==> src/rtl/fifo_rd_packer.sv <==
// fifo_rd_packer: pairs consecutive words from an async FIFO read port into
// double-width output beats with a valid/ready handshake. A held odd word is
// emitted as a partial beat on flushReq.
// Optional feature: define FIFO_PACKER_TIMEOUT_EN to add an idle-flush counter
// driven by timeoutCycles (0 disables it). Without the macro timeoutCycles is ignored.
module fifo_rd_packer #(
  parameter int unsigned DATA_WIDTH = 32,
  parameter int unsigned TIMEOUT_W  = 8
) (
  input  logic                    clock,
  input  logic                    reset,
  input  logic [DATA_WIDTH-1:0]   fifoDataOut,
  input  logic                    fifoDataOutValid,
  output logic                    fifoPop,
  input  logic                    flushReq,
  input  logic [TIMEOUT_W-1:0]    timeoutCycles,
  output logic [2*DATA_WIDTH-1:0] outData,
  output logic [1:0]              outKeep,
  output logic                    outValid,
  input  logic                    outReady,
  output logic                    packerIdle
);

  typedef enum logic {
    EMPTY = 1'b0,
    HALF  = 1'b1
  } packState_t;

  packState_t            state;
  logic [DATA_WIDTH-1:0] lowReg;
  logic                  outFree;
  logic                  flushCond;

  // Output slot can take a new beat when empty or draining this cycle.
  assign outFree    = !outValid || outReady;
  // A word is taken whenever it can go somewhere: into lowReg, or into a free output slot.
  assign fifoPop    = !reset && fifoDataOutValid && ((state == EMPTY) || outFree);
  assign packerIdle = (state == EMPTY) && !outValid;

`ifdef FIFO_PACKER_TIMEOUT_EN
  logic [TIMEOUT_W-1:0] idleCount;

  assign flushCond = flushReq || ((timeoutCycles != '0) && (idleCount == timeoutCycles));

  // Idle counter: counts cycles a low word has waited for its partner, saturating.
  always_ff @(posedge clock) begin
    if (reset) begin
      idleCount <= '0;
    end else if (fifoPop || (state == EMPTY)) begin
      idleCount <= '0;
    end else if (idleCount != {TIMEOUT_W{1'b1}}) begin
      idleCount <= idleCount + TIMEOUT_W'(1);
    end
  end
`else
  logic unusedTimeout;

  assign flushCond     = flushReq;
  assign unusedTimeout = ^timeoutCycles;
`endif

  // Packing FSM with registered output beat; a word wins over a flush in HALF.
  always_ff @(posedge clock) begin
    if (reset) begin
      state    <= EMPTY;
      lowReg   <= '0;
      outValid <= 1'b0;
      outData  <= '0;
      outKeep  <= 2'b00;
    end else begin
      if (outValid && outReady) begin
        outValid <= 1'b0;
      end
      case (state)
        EMPTY: begin
          if (fifoPop) begin
            lowReg <= fifoDataOut;
            state  <= HALF;
          end
        end
        HALF: begin
          if (fifoPop) begin
            outData  <= {fifoDataOut, lowReg};
            outKeep  <= 2'b11;
            outValid <= 1'b1;
            state    <= EMPTY;
          end else if (flushCond && outFree) begin
            outData  <= {DATA_WIDTH'(0), lowReg};
            outKeep  <= 2'b01;
            outValid <= 1'b1;
            state    <= EMPTY;
          end
        end
        default: state <= EMPTY;
      endcase
    end
  end

endmodule

==> config.mk <==
export PLATFORM = sky130hd
export DESIGN_NAME = fifo_rd_packer
export DESIGN_NICKNAME = d
export VERILOG_FILES = /design/src/rtl/fifo_rd_packer.sv
export SDC_FILE = /design/constraint.sdc
export NUM_CORES = 1
export LEC_CHECK = 0
export BUFFER_PORTS_ARGS = -buffer_cell sky130_fd_sc_hd__buf_2
export CAP_MARGIN = 40
export CORE_MARGIN = 5
export CORE_UTILIZATION = 50
export DETAILED_ROUTE_END_ITERATION = 8
export GPL_ROUTABILITY_DRIVEN = 0
export MAX_ROUTING_LAYER = met4
export PLACE_DENSITY = 0.79
export SLEW_MARGIN = 40
export SYNTH_ARGS = -nofsm -noshare
export SYNTH_HDL_FRONTEND = slang
export SYNTH_SLANG_ARGS = --single-unit
==> constraint.sdc <==
create_clock -name clock -period 3 [get_ports clock]
set_input_delay 0 -clock clock [delete_from_list [all_inputs] [get_ports clock]]
set_output_delay 0 -clock clock [all_outputs]
set_load 0.02 [all_outputs]
==> flow_summary.json <==
{
  "status": "complete, no violations",
  "synth_edf_count": 0,
  "fin_area_um2": 4670,
  "cp-end-kind": "flip-flop",
  "maxSlewHeadroom_pct": 53.1,
  "avgSynthCellArea_um2": 10.6,
  "firstDrtPassIters": 4,
  "place_area_um2": 4140,
  "synth_nets": 381,
  "wl_per_cell_um": 16.1,
  "coreArea_um2": 6870,
  "grt_max_degree": 37,
  "die_w_um": 94.6,
  "required_ps": 3290,
  "use_met3_pct": 5.34,
  "finClkSkew_ps": 10.5,
  "crit_arrival_ps": 2410,
  "die_h_um": 94.6,
  "use_met1_pct": 25.0,
  "holdPathStages": 3,
  "synthesis.area_um2": 3580,
  "sequentialPowerShare_pct": 56.3,
  "r2r_cells": 4,
  "worstHoldPathType": "in -> reg",
  "hold_viol": 0,
  "max_freq_mhz": 471,
  "hold_start": "flushReq",
  "worst-setup-path-type": "reg -> reg",
  "h-tree-depth": 3,
  "synthTopCellsByArea": "dfxtp_1, mux2i_1, a22o_1, a21o_1, nand2b_1",
  "final_util_pct": 68.0,
  "antenna_cells": 0,
  "syn_to_final_growth_pct": 30.6,
  "p_leak_nw": 2.30,
  "drc": 0,
  "cts_sinks": 100,
  "ys_warn_count": 0,
  "rsz0062_at_grt": "false",
  "worst-path-buf-inv": 2,
  "worst_slew_pin_slew_ps": 701,
  "ys_seq_area_share_pct": 56.0,
  "cts_tree": "done",
  "max-vdd-ir-drop_mv": 0.373,
  "synth_seq_cells": 100,
  "gr-total-overflow": 0,
  "r2r-start": "state",
  "clockRootBuffer": "clkbuf_8",
  "post-route-period-util_pct": 70.7,
  "holdWs_ps": 17.4,
  "synthFlopType": "dfxtp_1",
  "synthCells": 336,
  "crit_path_cell_trace": "inv_2 -> nor3_4 -> buf_4 -> a22o_1",
  "drt-initial-drc-count": 97,
  "portBuffers": 105,
  "async_flop_share_pct": 0,
  "worst_setup_path_start_kind": "flip-flop",
  "critPathMaxFanout": 34,
  "busiest_layer": "met2",
  "ys_types": 20,
  "tns_ps": 0,
  "p_clk_share_pct": 30.5,
  "grt_pass1_vias": 3021,
  "fillerInstances": 541,
  "cp_top_family": "simple AND/OR/NAND/NOR gates",
  "route.antenna.remaining_nets": 0,
  "p_int_mw": 1.84,
  "grt_first_pass_wirelength_mm": 14.5,
  "clk_path_buf_depth": 2,
  "path_clk_slew_ps": 90,
  "sw_frac_of_total_pct": 26.8,
  "slowest_stage": "nor3_4",
  "finalNonFillerCells": 567,
  "r2r_slack_ps": 880,
  "start_util_pct": 52.1,
  "cpPeakStageDelay_ps": 700,
  "synth_top_cell_by_area": "dfxtp_1",
  "place_hpwl_mm": 5.58,
  "num_vias": 2976,
  "combPwrFrac_pct": 13.2,
  "clk_latency_ps": 350,
  "max_cap_viol_count": 0,
  "r2r_end": "outData[53]",
  "layout-drive-gt1-share_pct": 28.5,
  "die-area_um2": 8950,
  "grt_use_total_pct": 21.4,
  "power_density_nw_per_um2": 539,
  "io_pins": 114,
  "finalNetCount": 511,
  "p_switching_mw": 0.675,
  "fin_crit_ps": 2120,
  "use_met2_pct": 35.2,
  "grt_antenna_before_repair": 0,
  "drt_wl_total_mm": 9.12,
  "place_inst": 517,
  "synth_top_area_share_pct": 56.0,
  "num_rows": 30,
  "setup_violations": 0,
  "vias_per_cell": 5.25,
  "hold_end": "outKeep[1]",
  "finalMaxSlewViolations": 0,
  "cts_buffers": 9
}
## cell families after synthesis
logic type,Yosys count,share of synthesized area [%]
AO/OA/AOI/OAI,103,20.6
flip-flops,100,56.0
AND/OR/NAND/NOR,73,10.4
multiplexers,32,8.95
buffers and inverters,28,4.13
## worst max path at each step
stage | from | end | slack, ps | cells after the start
after global routing | state | outData[53] | 710 | 4
after floorplan | outValid | outData[32] | 1640 | 4
after detailed placement | state | outData[62] | 870 | 4
after global placement | state | outData[51] | 940 | 4
after CTS | state | outData[58] | 870 | 4
final | state | outData[53] | 880 | 4
## synthesized netlist by cell type, types with 2 or more instances
cell type,number
buf_2,10
inv_2,2
mux2i_1,32
nand2_1,32
nor2_1,3
a21oi_1,33
buf_6,4
dfxtp_1,100
a22o_1,32
a21o_1,32
nor2b_1,2
o21a_1,3
nand2b_1,34
clkbuf_1,11
## tightest hold or removal path: cells and delay by family
kind | cells | cell delay (ps)
AO/OA/AOI/OAI | 1 | 140
buffers and inverters | 1 | 120
AND/OR/NAND/NOR | 1 | 90
## final cells by class
type | count | area [um2] | area share, %
clock buffers | 9 | 124 | 2.65
flip-flops and latches | 100 | 2000 | 42.8
inverters | 2 | 7.51 | 0.161
multi-input cells | 208 | 1440 | 30.8
repair buffers | 145 | 928 | 19.9
well taps | 96 | 120 | 2.57
clock inverters | 7 | 52.6 | 1.12
## sequential cells by signal, summed over array words and instances (netlist names)
| name | count |
|---|---|
| outData | 64 |
| lowReg | 32 |
| outKeep | 2 |
| outValid | 1 |
| state | 1 |
## cell usage in the layout, fill, tap and decap left out, types with 2 or more instances in the layout
master         instances
o21a_1                 3
clkinv_2               2
a21o_1                32
buf_2                105
clkbuf_8               9
a22o_1                32
buf_4                  6
nand2b_1              34
nor2_1                 2
dlygate4sd3_1         33
a21oi_1               33
dfxtp_1              100
nand2_1               32
clkinv_4               3
inv_2                  2
mux2i_1               32
## metrics by stage
stage                     power [mW]  setup slack (ps)
after floorplan                 1.64              1640
after global placement          1.73               944
after detailed placement        1.74               866
after CTS                       2.53               873
after global routing            2.63               707
final                           2.52               879
## power groups by stage
| stage | registers (mW) | logic (mW) | clock network, mW |
|---|---|---|---|
| finish | 1.42 | 0.333 | 0.768 |
| floorplan | 1.48 | 0.159 | 0 |
| global placement | 1.44 | 0.289 | 0 |
| global route | 1.43 | 0.359 | 0.847 |
| CTS | 1.42 | 0.329 | 0.789 |
| detailed placement | 1.45 | 0.295 | 0 |
## timing repair
item,in CTS,in global routing
gates resized for setup,0,0
hold buffers,33,0
hold endpoints to repair,65,0
setup endpoints to repair,0,0
setup buffers,0,0
## layer usage
layer	wire (um)	part of all wire (%)	vias to the layer above
met3	615	6.7	15
li1	-	-	1430
met4	153	1.7	0
met2	4530	50	109
met1	3820	42	1422
met5	0	0	-
No activity file was read; power rests on OpenSTA's default activity.
